$ cat config.mk
export PLATFORM = sky130hd
export DESIGN_NAME = lsu_mem_port
export DESIGN_NICKNAME = d
export VERILOG_FILES = /design/src/rtl/lsu_mem_port.sv
export SDC_FILE = /design/constraint.sdc
export NUM_CORES = 1
export LEC_CHECK = 0
export BUFFER_PORTS_ARGS = -buffer_cell sky130_fd_sc_hd__buf_2
export CORE_MARGIN = 2
export CORE_UTILIZATION = 40
export DETAILED_ROUTE_END_ITERATION = 10
export MAX_ROUTING_LAYER = met4
export PLACE_DENSITY = 0.66
export SKIP_LAST_GASP = 1
export SLEW_MARGIN = 20
export SYNTH_ARGS = -nofsm -noshare
export SYNTH_HDL_FRONTEND = slang
export SYNTH_SLANG_ARGS = --single-unit
$ cat constraint.sdc
create_clock -name i_clk -period 6.15 [get_ports i_clk]
set_input_delay 1.23 -clock i_clk [delete_from_list [all_inputs] [get_ports i_clk]]
set_output_delay 1.23 -clock i_clk [all_outputs]
set_load 0.02 [all_outputs]
$ cat src/rtl/lsu_mem_port.sv
// Load/store unit with a handshaked, variable-latency memory port; one transaction in flight.
// Optional response watchdog is compiled in with `define LSU_TIMEOUT_EN.
module lsu_mem_port #(
  parameter int unsigned XLEN           = 32,
  parameter int unsigned TIMEOUT_CYCLES = 255
) (
  input  logic              i_clk,
  input  logic              i_rst_n,
  input  logic              i_req_valid,
  output logic              o_req_ready,
  input  logic              i_req_wen,
  input  logic [2:0]        i_req_funct3,
  input  logic [XLEN-1:0]   i_req_addr,
  input  logic [XLEN-1:0]   i_req_wdata,
  output logic              o_rsp_valid,
  output logic [XLEN-1:0]   o_rsp_rdata,
  output logic              o_rsp_trap,
  output logic [1:0]        o_rsp_cause,
  output logic              o_mem_req_valid,
  input  logic              i_mem_req_ready,
  output logic [XLEN-1:0]   o_mem_addr,
  output logic              o_mem_wen,
  output logic [XLEN-1:0]   o_mem_wdata,
  output logic [XLEN/8-1:0] o_mem_mask,
  input  logic              i_mem_rsp_valid,
  input  logic [XLEN-1:0]   i_mem_rsp_rdata
);

  localparam int unsigned NB    = XLEN / 8;
  localparam int unsigned OFF_W = $clog2(NB);

  localparam logic [1:0] StIdle  = 2'd0;
  localparam logic [1:0] StIssue = 2'd1;
  localparam logic [1:0] StWait  = 2'd2;
  localparam logic [1:0] StResp  = 2'd3;

  logic [1:0]      r_state;
  logic [1:0]      w_state_d;
  logic            r_wen;
  logic [2:0]      r_funct3;
  logic [XLEN-1:0] r_addr;
  logic [XLEN-1:0] r_wdata;
  logic [XLEN-1:0] r_rdata;
  logic            r_trap;
  logic [1:0]      r_cause;

  logic             w_legal;
  logic             w_misal;
  logic             w_tmo;
  logic [OFF_W-1:0] w_off;
  logic [3:0]       w_size;
  logic [XLEN-1:0]  w_shifted;
  logic [XLEN-1:0]  w_ext;
  logic [NB-1:0]    w_mask;
  logic             w_sign;
  logic             w_fill;
  logic             w_issue;
  logic             w_resp;

  // Decode of the incoming request; only meaningful while idle.
  always_comb begin
    w_legal = 1'b0;
    if (i_req_wen) begin
      case (i_req_funct3)
        3'b000, 3'b001, 3'b010: w_legal = 1'b1;
        3'b011:                 w_legal = (XLEN == 64);
        default:                w_legal = 1'b0;
      endcase
    end else begin
      case (i_req_funct3)
        3'b000, 3'b001, 3'b010, 3'b100, 3'b101: w_legal = 1'b1;
        3'b011, 3'b110:                         w_legal = (XLEN == 64);
        default:                                w_legal = 1'b0;
      endcase
    end
    w_misal = 1'b0;
    case (i_req_funct3[1:0])
      2'b00:   w_misal = 1'b0;
      2'b01:   w_misal = i_req_addr[0];
      2'b10:   w_misal = |i_req_addr[1:0];
      default: w_misal = |i_req_addr[2:0];
    endcase
  end

  assign w_off     = r_addr[OFF_W-1:0];
  assign w_size    = 4'd1 << r_funct3[1:0];
  assign w_shifted = i_mem_rsp_rdata >> {w_off, 3'b000};

  // Byte-lane mask and load extension, built lane by lane.
  always_comb begin
    w_sign = 1'b0;
    case (r_funct3[1:0])
      2'b00:   w_sign = w_shifted[7];
      2'b01:   w_sign = w_shifted[15];
      2'b10:   w_sign = w_shifted[31];
      default: w_sign = w_shifted[XLEN-1];
    endcase
    w_fill = ~r_funct3[2] & w_sign;
    w_mask = '0;
    w_ext  = '0;
    for (int b = 0; b < NB; b++) begin
      w_mask[b] = (b >= int'(w_off)) && (b < int'(w_off) + int'(w_size));
      if (b < int'(w_size)) begin
        w_ext[8*b +: 8] = w_shifted[8*b +: 8];
      end else begin
        w_ext[8*b +: 8] = {8{w_fill}};
      end
    end
  end

  always_comb begin
    w_state_d = r_state;
    case (r_state)
      StIdle: begin
        if (i_req_valid) begin
          w_state_d = (!w_legal || w_misal) ? StResp : StIssue;
        end
      end
      StIssue: begin
        if (i_mem_req_ready) begin
          w_state_d = StWait;
        end else if (w_tmo) begin
          w_state_d = StResp;
        end
      end
      StWait: begin
        if (i_mem_rsp_valid || w_tmo) begin
          w_state_d = StResp;
        end
      end
      default: w_state_d = StIdle;
    endcase
  end

`ifdef LSU_TIMEOUT_EN
  localparam int unsigned CntRaw = $clog2(TIMEOUT_CYCLES + 1);
  localparam int unsigned CntW   = (CntRaw < 8) ? 8 : ((CntRaw > 16) ? 16 : CntRaw);

  logic [CntW-1:0] r_tmo_cnt;

  always_ff @(posedge i_clk or negedge i_rst_n) begin
    if (!i_rst_n) begin
      r_tmo_cnt <= '0;
    end else if (r_state == StIdle && w_state_d == StIssue) begin
      r_tmo_cnt <= '0;
    end else if ((r_state == StIssue || r_state == StWait) && !w_tmo) begin
      r_tmo_cnt <= r_tmo_cnt + 1'b1;
    end
  end

  // A response or acceptance in the expiry cycle still wins over the timeout.
  assign w_tmo = (r_tmo_cnt >= CntW'(TIMEOUT_CYCLES - 1));
`else
  assign w_tmo = 1'b0;
`endif

  always_ff @(posedge i_clk or negedge i_rst_n) begin
    if (!i_rst_n) begin
      r_state  <= StIdle;
      r_wen    <= 1'b0;
      r_funct3 <= 3'b000;
      r_addr   <= '0;
      r_wdata  <= '0;
      r_rdata  <= '0;
      r_trap   <= 1'b0;
      r_cause  <= 2'd0;
    end else begin
      r_state <= w_state_d;
      case (r_state)
        StIdle: begin
          if (i_req_valid) begin
            r_wen    <= i_req_wen;
            r_funct3 <= i_req_funct3;
            r_addr   <= i_req_addr;
            r_wdata  <= i_req_wdata;
            r_rdata  <= '0;
            r_trap   <= !w_legal || w_misal;
            r_cause  <= w_legal ? 2'd0 : 2'd1;
          end
        end
        StIssue: begin
          if (!i_mem_req_ready && w_tmo) begin
            r_trap  <= 1'b1;
            r_cause <= 2'd2;
          end
        end
        StWait: begin
          if (i_mem_rsp_valid) begin
            r_rdata <= r_wen ? '0 : w_ext;
          end else if (w_tmo) begin
            r_trap  <= 1'b1;
            r_cause <= 2'd2;
          end
        end
        default: ;
      endcase
    end
  end

  assign w_issue = (r_state == StIssue);
  assign w_resp  = (r_state == StResp);

  assign o_req_ready     = (r_state == StIdle);
  assign o_rsp_valid     = w_resp;
  assign o_rsp_rdata     = w_resp ? r_rdata : '0;
  assign o_rsp_trap      = w_resp & r_trap;
  assign o_rsp_cause     = w_resp ? r_cause : 2'd0;
  assign o_mem_req_valid = w_issue;
  assign o_mem_addr      = w_issue ? {r_addr[XLEN-1:OFF_W], {OFF_W{1'b0}}} : '0;
  assign o_mem_wen       = w_issue & r_wen;
  assign o_mem_wdata     = w_issue ? (r_wdata << {w_off, 3'b000}) : '0;
  assign o_mem_mask      = w_issue ? w_mask : '0;

endmodule

==> results of run 1 <==
[stage by stage]
| stage | instances | cell area (um2) | utilization [%] | setup slack, ps | hold slack (ps) |
|---|---|---|---|---|---|
| final | 881 | 6990 | 51.0 | 1750 | 476 |
| after global placement | 865 | 6700 | 48.8 | 2230 | 459 |
| after detailed placement | 865 | 6700 | 48.9 | 2120 | 466 |
| after floorplan | 509 | 5550 | - | 2580 | 441 |
| after CTS | 881 | 6990 | 50.9 | 1700 | 482 |
| after global routing | 881 | 6990 | 51.0 | 1470 | 501 |
[worst paths after layout]
path                                        start                       to  slack [ps]  cells past startpoint
setup / recovery           r_state[1]$_DFFE_PN0P_          o_mem_wdata[30]        1750                      5
hold / removal             r_rdata[1]$_DFFE_PN0P_   r_rdata[1]$_DFFE_PN0P_         480                      2
setup reg to reg           r_state[1]$_DFFE_PN0P_   r_state[0]$_DFFE_PN0P_        3180                      6
hold reg to reg            r_rdata[1]$_DFFE_PN0P_   r_rdata[1]$_DFFE_PN0P_         480                      2
max in group asynchronous                 i_rst_n  r_rdata[27]$_DFFE_PN0P_        4100                      2
min in group asynchronous                 i_rst_n  r_rdata[20]$_DFFE_PN0P_         960                      1
[cells in the mapped netlist]
library cell	count
o21ai_0	17
dfrtp_1	104
nor3_1	1
nand4b_1	1
o211ai_1	3
a211oi_1	17
a22o_1	8
buf_2	6
ha_1	6
nand3_1	1
buf_6	2
a21oi_1	24
and2_1	73
or2b_1	1
nand2b_1	4
nand2_1	16
mux2_2	76
clkinv_1	1
nor2_1	38
o221ai_1	1
nand3b_1	1
nor2_2	1
a221oi_1	1
clkbuf_1	27
a21oi_2	1
conb_1	1
o31ai_1	3
a31oi_1	1
fa_1	1
buf_4	3
inv_1	7
nor4bb_1	1
mux4_2	1
mux2i_1	31
nor2b_1	9
a221o_1	17
or4_1	1
[power breakdown]
part           total, uW  internal [uW]  switching [uW]
Sequential          1290           1010             274
Clock                552            306             246
Combinational       1720            760             963
Total               3560           2080            1480
[layout make-up]
type | count | area, um2 | area share [%]
inverters | 8 | 30.0 | 0.429
clock inverters | 3 | 15.0 | 0.215
clock buffers | 13 | 270 | 3.87
repair buffers | 214 | 1090 | 15.6
well taps | 180 | 225 | 3.22
flip-flops and latches | 104 | 2610 | 37.3
multi-input cells | 359 | 2760 | 39.4
[state kept, by name, indices dropped and copies added, names as in the netlist]
name and count:
r_addr 32, r_cause 1, r_funct3 3, r_rdata 32, r_state 2, r_trap 1, r_wdata 32, r_wen 1
[placed cells by master, fill, tap and decap left out, types with 2 or more instances in the layout]
master	count
a211oi_1	17
a21oi_1	24
a221o_1	17
a22o_1	8
and2_1	73
buf_2	207
buf_4	7
clkbuf_16	9
clkbuf_8	3
clkinv_2	3
conb_1	3
dfrtp_1	102
dfrtp_2	2
ha_1	5
inv_1	7
mux2_2	76
mux2i_1	31
nand2_1	15
nand2b_1	4
nor2_1	38
nor2b_1	8
o211ai_1	3
o21ai_0	17
o31ai_1	3
[cells by family (layout without fill, tap and decap cells)]
| logic type | after synthesis | in the layout | synth area share (%) |
|---|---|---|---|
| AOI/OAI and AO/OA | 93 | 93 | 11.7 |
| and+or+nand+nor | 148 | 148 | 14.4 |
| other | 1 | 3 | 0.0676 |
| buffers and inverters | 46 | 238 | 3.72 |
| DFF | 104 | 104 | 46.9 |
| muxes | 108 | 108 | 21.4 |
| adders and majority gates | 7 | 7 | 1.71 |
[critical path: cells and delay by family (launching register included)]
family                   cells  cell delay, ps
AO/OA/AOI/OAI                1             460
adder cells (fa/ha/maj)      1             790
buffers and inverters        3            1140
flip-flops                   1             420
[routing by layer]
| layer | wire length [um] | vias to the layer above | track usage [%] |
|---|---|---|---|
| met5 | 0 | - | - |
| met4 | 343 | 0 | 8.41 |
| met3 | 754 | 29 | 3.42 |
| met2 | 7470 | 149 | 33.7 |
| met1 | 6510 | 2309 | 26.6 |
| li1 | - | 2167 | - |
==> key figures, run 1 <==
CTS
  – Clk buf depth: 2
  – Post-CTS Setup Repair Bufs: 0
  – Cts bufs inserted: 9
  – Post-CTS sizing: 0
  – Clock Latency Late Sink: 350 ps
  – Clk root buf: clkbuf_16
  – Clock transition at path regs: 70 ps
  – Hold-fix buffers, CTS: 0
  – CTS tree: yes
  – H-tree depth: 3
  – CTS sink cnt: 104

STA
  – Final Slew Violations: 0
  – Setup TNS: 0 ps
  – Tmin final: 4400 ps
  – Final hold vios: 0
  – Setup Skew: 7.53 ps
  – Setup-failing EPs final: 0
  – Slew HR: 24.9%
  – Fmax: 0.227 GHz
  – Worst Tran Pin Value: 1120 ps
  – RSZ-0062 raised after global routing: no
  – Tcrit/Tclk final: 71.5%

Setup path
  – CP Cell Sequence: inv_1 -> ha_1 -> clkinv_1 -> a211oi_1 -> buf_2
  – Startpoint types: flip-flop
  – Critical path type: reg2out
  – Crit-path max FO: 34
  – Critical Path RT: 4920 ps
  – Crit path largest cell delay: 820 ps
  – Crit. End Element: output port
  – WP data arrival: 3170 ps
  – Crit-path slowest cell: clkinv_1

Global route
  – First-pass GRT wire length: 23.4 mm
  – Largest net degree at the start of global routing: 73
  – GRT Util Overall: 21.0%
  – Vias in the first global route: 4564
  – GR Overflow Total: 0
  – Initial antenna violation count: 0

Cells and area
  – Ant diodes: 0
  – Synthesis-to-finish area growth: 26.1%
  – Layout cells sized above 1: 44.8%
  – Post-layout net count: 808
  – FILL cells: 1241

Drt
  – DR DRC count: 0
  – Initial DRC count: 215
  – Routed WL: 15.1 mm
  – Routed vias/inst: 5.28
  – Post-DRT Antenna Nets: 0
  – Detailed Routing Iterations Pass 1: 4
  – Routed len/inst: 17.1 um
  – Total number of vias: 4654

Power and ir drop
  – Total Power: 3560 uW
  – Max VDD drop: 224 uV
  – LEAKAGE: 0.00356 uW
  – Pwr Density: 509 nW/um2

Logic synthesis
  – Top-area cell type share of the netlist area: 46.9%
  – Synth warn: 0
  – Mapped Area: 5550 um2
  – Dominant cells by area after synthesis: dfrtp_1 (47%), mux2_2 (15%), and2_1 (8.2%)
  – Sequential area share after synthesis: 46.9%
  – Synth Area per Inst: 10.9 um2
  – Cell count after synthesis: 507
  – Yosys top cell by area: dfrtp_1
  – Flops & latches, synth: 104
  – Library cells used by synthesis: 37

Hold path
  – Worst hold path class: reg2reg

Die
  – Initial Utilization: 40.4%
  – I/O Pins: 212
  – Core box area: 13700 um2
  – DIE HEIGHT: 122 um
  – Row cnt: 43
  – Area of the die: 14800 um2
  – Die width: 122 um

Place
  – Final GP Congestion: 0.858
  – IO buf count: 208
  – DP Wirelength: 10.8 mm

Flow run
  – Max_cap viols: 0

Outcome
  – Status: finished, final reports clean
Note: power is estimated with default switching activity, not from simulation.
==> inputs of run 2 (changes only) <==
--- a/config.mk
+++ b/config.mk
@@ -5,6 +5,7 @@
 export SDC_FILE = /design/constraint.sdc
 export NUM_CORES = 1
 export LEC_CHECK = 0
+export ABC_AREA = 1
 export BUFFER_PORTS_ARGS = -buffer_cell sky130_fd_sc_hd__buf_2
 export CORE_MARGIN = 2
 export CORE_UTILIZATION = 40
==> constraint.sdc (replaced) <==
create_clock -name i_clk -period 4.6 [get_ports i_clk]
set_input_delay 0.92 -clock i_clk [delete_from_list [all_inputs] [get_ports i_clk]]
set_output_delay 0.92 -clock i_clk [all_outputs]
set_load 0.02 [all_outputs]
==> run 2 against run 1 <==
Against the previous run:
- register-to-register slack lost 780 ps
- clock skew rose by 1.1 ps
- cell count is 26% higher
- global-route usage grew 0.29 points
- sequential share of layout area fell by 1.5 points
- via count rose by 18%
- critical path type unchanged
- largest cell class unchanged
- highest routed layer unchanged
==> key figures, run 2 <==
STA
  – Setup TNS: 0 ps (unchanged)
  – Final hold vios: 0 (unchanged)
  – Slew HR: 33.4% (+8.5 points)
  – Final Slew Violations: 0 (unchanged)
  – Setup Skew: 8.58 ps (+1.05 ps)
  – RSZ-0062 raised after global routing: no
  – Tcrit/Tclk final: 78.6%
  – Setup-failing EPs final: 0 (unchanged)
  – Worst Tran Pin Value: 999 ps (-118 ps)
  – Tmin final: 3620 ps
  – Fmax: 0.277 GHz

CTS
  – Cts bufs inserted: 9 (unchanged)
  – Post-CTS Setup Repair Bufs: 0 (unchanged)
  – CTS sink cnt: 104 (unchanged)
  – Clock Latency Late Sink: 350 ps (about the same)
  – Hold-fix buffers, CTS: 0 (unchanged)
  – Clk root buf: clkbuf_16
  – CTS tree: yes
  – Clk buf depth: 2 (unchanged)
  – H-tree depth: 3 (unchanged)
  – Clock transition at path regs: 70 ps (about the same)
  – Post-CTS sizing: 0 (unchanged)

Setup path
  – WP data arrival: 2700 ps (-470 ps)
  – CP bufs+invs: 5 (+2)
  – Crit-path max FO: 20 (-41%)
  – Crit. End Element: output port
  – R2R Setup Slk: 2400 ps (-780 ps)
  – Crit-path slowest cell: dfrtp_1
  – R2R depth: 8 (+2)
  – Critical Path RT: 3680 ps (-1240 ps)
  – Startpoint types: flip-flop
  – Worst reg2reg path endpoint: r_rdata[5]$_DFFE_PN0P_
  – CP Cell Sequence: inv_2 -> nand2_2 -> inv_1 -> ha_1 -> inv_1 -> fa_1 -> inv_1 -> nand2_1 -> a21oi_1 -> buf_2
  – Levels on crit path: 10 (+5)
  – Top delay family on crit path: flip-flops
  – Critical path type: reg2out
  – Crit path largest cell delay: 780 ps (-40 ps)
  – Critical R2R Launch: r_state[0]$_DFFE_PN0P_
  – Most used cell along the critical path: inv_1

Power and ir drop
  – Total Power: 4960 uW (+39%)
  – Max VDD drop: 314 uV (+40%)
  – Int Power: 2740 uW (+32%)
  – Sw frac: 44.7% (+3.1 points)
  – Pwr Density: 681 nW/um2 (+34%)
  – LEAKAGE: 0.00439 uW (+23%)
  – Psw: 2220 uW (+50%)
  – Combinational power share: 49.1% (+0.7 points)
  – Reg power frac: 33.8% (-2.3 points)
  – Clock network power share: 17.2% (+1.7 points)

Cells and area
  – Layout cells sized above 1: 31.9% (-13 points)
  – Post-layout net count: 1031 (+28%)
  – Register area: 2600 um2 (about the same)
  – Synthesis-to-finish area growth: 24.2%
  – FILL cells: 1489 (+20%)
  – Largest registers: r_addr (32), r_rdata (32), r_wdata (32)
  – Most frequent cells in the layout: nand2_1 (228), buf_2 (207), inv_1 (106)
  – Commonest non-fill, non-tap cell in the layout: nand2_1
  – Multi-input logic area: 2610 um2 (-5.4%)

Place
  – IO buf count: 208 (unchanged)
  – DP Wirelength: 11.4 mm (+5.6%)
  – Final GP Congestion: 0.853 (-0.58%)

Logic synthesis
  – Most common cell in the netlist: nand2_1
  – Sequential area share after synthesis: 44.3% (-2.6 points)
  – Top-area cell type share of the netlist area: 44.3% (-2.6 points)
  – Library cells used by synthesis: 31 (-16%)
  – Dominant cells by area after synthesis: dfrtp_1 (44%), nand2_1 (15%), mux2_2 (10%)
  – Cell count after synthesis: 740 (+46%)
  – Flops & latches, synth: 104 (unchanged)
  – FFs w/ async S/R, synth: 100% (unchanged)
  – Top FF cell, synth: dfrtp_1
  – Post-synth EDFFs: 0 (unchanged)
  – Mapped Area: 5870 um2 (+5.8%)
  – Yosys top cell by area: dfrtp_1
  – Synth warn: 0 (unchanged)
  – Leading cell types by count after synthesis: nand2_1 (229), inv_1 (106), dfrtp_1 (104)
  – Synth Area per Inst: 7.93 um2 (-27%)

Hold path
  – Worst hold path class: in2async

Drt
  – Routed vias/inst: 4.91 (-7.0%)
  – DR DRC count: 0 (unchanged)
  – Initial DRC count: 368 (+71%)
  – Post-DRT Antenna Nets: 0 (unchanged)
  – Detailed Routing Iterations Pass 1: 4 (unchanged)
  – Routed len/inst: 14.3 um (-17%)
  – Total number of vias: 5470 (+18%)
  – Routed WL: 15.9 mm (+5.3%)

Die
  – DIE HEIGHT: 125 um (+2.8%)
  – Core box area: 14400 um2 (+5.1%)
  – Area of the die: 15700 um2 (+5.6%)
  – Row cnt: 44 (+2.3%)
  – Initial Utilization: 40.7% (+0.26 points)
  – Die width: 125 um (+2.8%)
  – I/O Pins: 212 (unchanged)

Global route
  – Largest net degree at the start of global routing: 87 (+19%)
  – Initial antenna violation count: 5 (+5)
  – GR Overflow Total: 0 (unchanged)
  – First-pass GRT wire length: 26.2 mm (+12%)
  – GRT Util Overall: 21.3% (+0.29 points)
  – Vias in the first global route: 5311 (+16%)

Flow run
  – Max_cap viols: 0 (unchanged)

Outcome
  – Status: finished, final reports clean
run 2: worst max path at each step:
stage / startpoint / endpoint
CTS: r_funct3[1]$_DFFE_PN0P_ / o_mem_mask[2]
global placement: r_funct3[1]$_DFFE_PN0P_ / o_mem_mask[2]
finish: r_funct3[1]$_DFFE_PN0P_ / o_mem_mask[2]
detailed placement: r_funct3[1]$_DFFE_PN0P_ / o_mem_mask[2]
floorplan: r_state[1]$_DFFE_PN0P_ / o_mem_wdata[0]
global route: r_funct3[1]$_DFFE_PN0P_ / o_mem_mask[2]
run 2: metrics by stage:
step | setup slack, ps | cell area [um2] | hold WS [ps] | std cells | util [%]
2_1_floorplan | 1670 | 5880 | 449 | 742 | -
6_report | 984 | 7290 | 416 | 1113 | 50.5
5_1_grt | 733 | 7290 | 418 | 1113 | 50.5
4_1_cts | 957 | 7280 | 407 | 1108 | 50.5
3_3_place_gp | 1390 | 6950 | 462 | 1092 | 48.2
3_5_place_dp | 1350 | 6950 | 466 | 1092 | 48.2
run 2: per-layer routing:
metal	up-vias	share of wire, %	track usage (%)	routed length [um]
li1	2701	-	-	-
met3	18	7.8	5.39	1240
met1	2540	43	26.9	6880
met4	0	1.8	7.39	282
met5	-	0	-	0
met2	211	47	33.4	7480
run 2: final cells by class:
cell class,instances,share of cell area [%]
Tap cell,184,3.16
Inverter,108,5.63
Multi-Input combinational cell,481,35.8
Sequential cell,104,35.7
Timing Repair Buffer,215,15.0
Clock inverter,6,1.24
Clock buffer,10,3.28
Antenna cell,5,0.172
run 2: kinds of logic after synthesis:
| kind of cell | share of synthesized area, % |
|---|---|
| simple gates | 20.1 |
| mux | 11.6 |
| flops | 44.3 |
| fa+ha+maj | 1.62 |
| other cells | 0.0639 |
| compound gates | 10.8 |
| buf+inv | 11.5 |
run 2: power by group through the flow:
stage               sequential (uW)  clock (uW)  combinational [uW]
floorplan                      1550           0                1960
global placement               1670           0                2440
detailed placement             1690           0                2460
CTS                            1680         877                2460
global route                   1740         913                2720
finish                         1670         852                2430
==> inputs of run 3 (changes only) <==
--- a/config.mk
+++ b/config.mk
@@ -11,7 +11,7 @@
 export CORE_UTILIZATION = 40
 export DETAILED_ROUTE_END_ITERATION = 10
 export MAX_ROUTING_LAYER = met4
-export PLACE_DENSITY = 0.66
+export PLACE_DENSITY = 0.68
 export SKIP_LAST_GASP = 1
 export SLEW_MARGIN = 20
 export SYNTH_ARGS = -nofsm -noshare
==> constraint.sdc (replaced) <==
create_clock -name i_clk -period 3.14 [get_ports i_clk]
set_input_delay 0.628 -clock i_clk [delete_from_list [all_inputs] [get_ports i_clk]]
set_output_delay 0.628 -clock i_clk [all_outputs]
set_load 0.02 [all_outputs]
==> run 3 against run 2 <==
Against the previous run:
- first-iteration DRC count increased by 22%
- routed wire length increased by 3.8%
- non-clock buffer count increased by 2
- register-to-register slack got worse by 1400 ps
- clock skew increased by 0.53 ps
- sequential cell count unchanged
- utilization about the same
- combinational power increased by 53%
- setup slack got worse by 820 ps
- hold slack got worse by 110 ps
- clock power increased by 37%
- largest power group unchanged
==> key figures, run 3 (synthesis results as in run 2) <==
Outcome
  – Status: finished, final reports clean

Power and ir drop
  – LEAKAGE: 0.00439 uW (+0.10%)
  – Sw frac: 45.8% (+1.1 points)
  – Reg power frac: 32.7% (-1.1 points)
  – Int Power: 3950 uW (+44%)
  – Pwr Density: 999 nW/um2 (+47%)
  – Max VDD drop: 493 uV (+57%)
  – Psw: 3330 uW (+50%)
  – Combinational power share: 51.2% (+2.1 points)
  – Clock network power share: 16.1% (-1.1 points)

CTS
  – Clock transition at path regs: 70 ps (about the same)
  – Clk buf depth: 2 (unchanged)
  – Post-CTS Setup Repair Bufs: 0 (unchanged)
  – Post-CTS sizing: 0 (unchanged)
  – Clk root buf: clkbuf_16
  – Hold-fix buffers, CTS: 0 (unchanged)
  – CTS tree: yes
  – Clock Latency Late Sink: 350 ps (about the same)
  – Cts bufs inserted: 9 (unchanged)
  – H-tree depth: 3 (unchanged)
  – CTS sink cnt: 104 (unchanged)

Die
  – Core box area: 14400 um2 (unchanged)
  – Area of the die: 15700 um2 (unchanged)
  – Die width: 125 um (unchanged)
  – DIE HEIGHT: 125 um (unchanged)
  – I/O Pins: 212 (unchanged)
  – Row cnt: 44 (unchanged)
  – Initial Utilization: 40.7% (unchanged)

STA
  – Worst Tran Pin Value: 1010 ps (+15.1 ps)
  – Setup-failing EPs final: 0 (unchanged)
  – Final hold vios: 0 (unchanged)
  – RSZ-0062 raised after global routing: yes
  – Setup Skew: 9.11 ps (+0.535 ps)
  – Tcrit/Tclk final: 94.9%
  – Final Slew Violations: 0 (unchanged)
  – Tmin final: 2980 ps
  – Slew HR: 32.4% (-1.0 points)
  – Setup TNS: 0 ps (unchanged)
  – Final WS setup: 160 ps (-824 ps)
  – Fmax: 0.336 GHz

Setup path
  – Crit path from: r_state[1]$_DFFE_PN0P_
  – Crit. End Element: output port
  – Crit-path max FO: 25 (+25%)
  – Critical path type: reg2out
  – Startpoint types: flip-flop
  – Critical R2R Launch: r_state[0]$_DFFE_PN0P_
  – Critical Path RT: 2510 ps (-1170 ps)
  – WP data arrival: 2350 ps (-350 ps)

Global route
  – GR Overflow Total: 0 (unchanged)
  – First-pass GRT wire length: 26.2 mm (+0.16%)
  – Vias in the first global route: 5357 (+0.87%)
  – GRT Util Overall: 21.5% (+0.18 points)
  – Initial antenna violation count: 3 (-2)
  – Largest net degree at the start of global routing: 87 (unchanged)

Cells and area
  – Layout cells sized above 1: 32.1% (+0.15 points)
  – Commonest non-fill, non-tap cell in the layout: nand2_1
  – Post-layout net count: 1033 (+0.19%)
  – Largest registers: r_addr (32), r_rdata (32), r_wdata (32)
  – Most frequent cells in the layout: nand2_1 (227), buf_2 (207), inv_1 (106)
  – Synthesis-to-finish area growth: 24.2% (about the same)

Drt
  – Routed WL: 16.5 mm (+3.8%)
  – Routed vias/inst: 4.91 (about the same)
  – Routed len/inst: 14.8 um (+3.8%)
  – Detailed Routing Iterations Pass 1: 5 (+1)
  – DR WL met2: 7.70 mm (+2.9%)
  – Initial DRC count: 448 (+22%)
  – WL met3: 1.47 mm (+19%)
  – Post-DRT Antenna Nets: 0 (unchanged)
  – Met1 WL: 6.95 mm (+1.0%)
  – Top layer in use: met4
  – Total number of vias: 5467 (-0.055%)
  – DR DRC count: 0 (unchanged)

Flow run
  – Max_cap viols: 0 (unchanged)

Hold path
  – Worst hold path class: in2async

Place
  – Pre-CTS setup slack: 480 ps (-874 ps)
  – DP Wirelength: 11.7 mm (+2.4%)
  – Final GP Congestion: 0.849 (-0.39%)
  – IO buf count: 208 (unchanged)
-- run 3: cell types whose count changed in the layout (fill, tap and decap cells not counted), sizes merged --
cell and change:
buf +2, clkinv +2, diode -2, bufinv -1, clkinvlp -1
-- run 3: cell type report --
class | count | area (um2)
fillers | 1473 | 7130
flip-flops and latches | 104 | 2600
diodes | 3 | 7.51
clock buffers | 10 | 229
multi-input cells | 481 | 2610
well taps | 184 | 230
clock inverters | 6 | 76.3
inverters | 108 | 410
repair buffers | 217 | 1120
-- run 3: routing by layer --
layer | up-vias | global-route usage, %
met5 | - | -
met3 | 26 | 5.78
met2 | 245 | 34.4
li1 | 2707 | -
met1 | 2489 | 25.8
met4 | 0 | 8.56
-- run 3: critical path, cell delays in order (launching register included) --
cell and delay, ps:
dfrtp_1 380, inv_1 70, ha_1 190, inv_1 100, nor2_1 60, inv_1 570
nor2_1 110, inv_1 250, nor2_1 90, buf_2 170
-- run 3: metrics by stage --
stage	area (um2)	hold WS [ps]	util (%)	std cells	total power, uW
6_report	7290	308	50.5	1113	7280
5_1_grt	7290	394	50.5	1113	7860
4_1_cts	7280	351	50.5	1110	7330
3_5_place_dp	6980	466	48.4	1094	6140
3_3_place_gp	6980	462	48.4	1094	6080
2_1_floorplan	5880	332	-	742	5130
-- run 3: power by group through the flow --
| stage | Clock [uW] | Combinational [uW] | Sequential, uW |
|---|---|---|---|
| floorplan | 0 | 2870 | 2260 |
| global placement | 0 | 3710 | 2370 |
| detailed placement | 0 | 3740 | 2400 |
| CTS | 1200 | 3750 | 2380 |
| global route | 1250 | 4150 | 2460 |
| finish | 1170 | 3730 | 2380 |
-- run 3: path summary, 6_finish.rpt --
check                                          endpoint  slack [ps]  depth (start not counted)
worst max-delay path                     o_mem_wdata[0]         160                          9
worst min-delay path            r_rdata[13]$_DFFE_PN0P_         310                          1
worst max register to register  r_wdata[10]$_DFFE_PN0P_        1010                          4
worst min register to register   r_rdata[1]$_DFFE_PN0P_         480                          2
max in group asynchronous        r_addr[15]$_DFFE_PN0P_        2140                          2
min in group i_clk               r_rdata[1]$_DFFE_PN0P_         480                          2
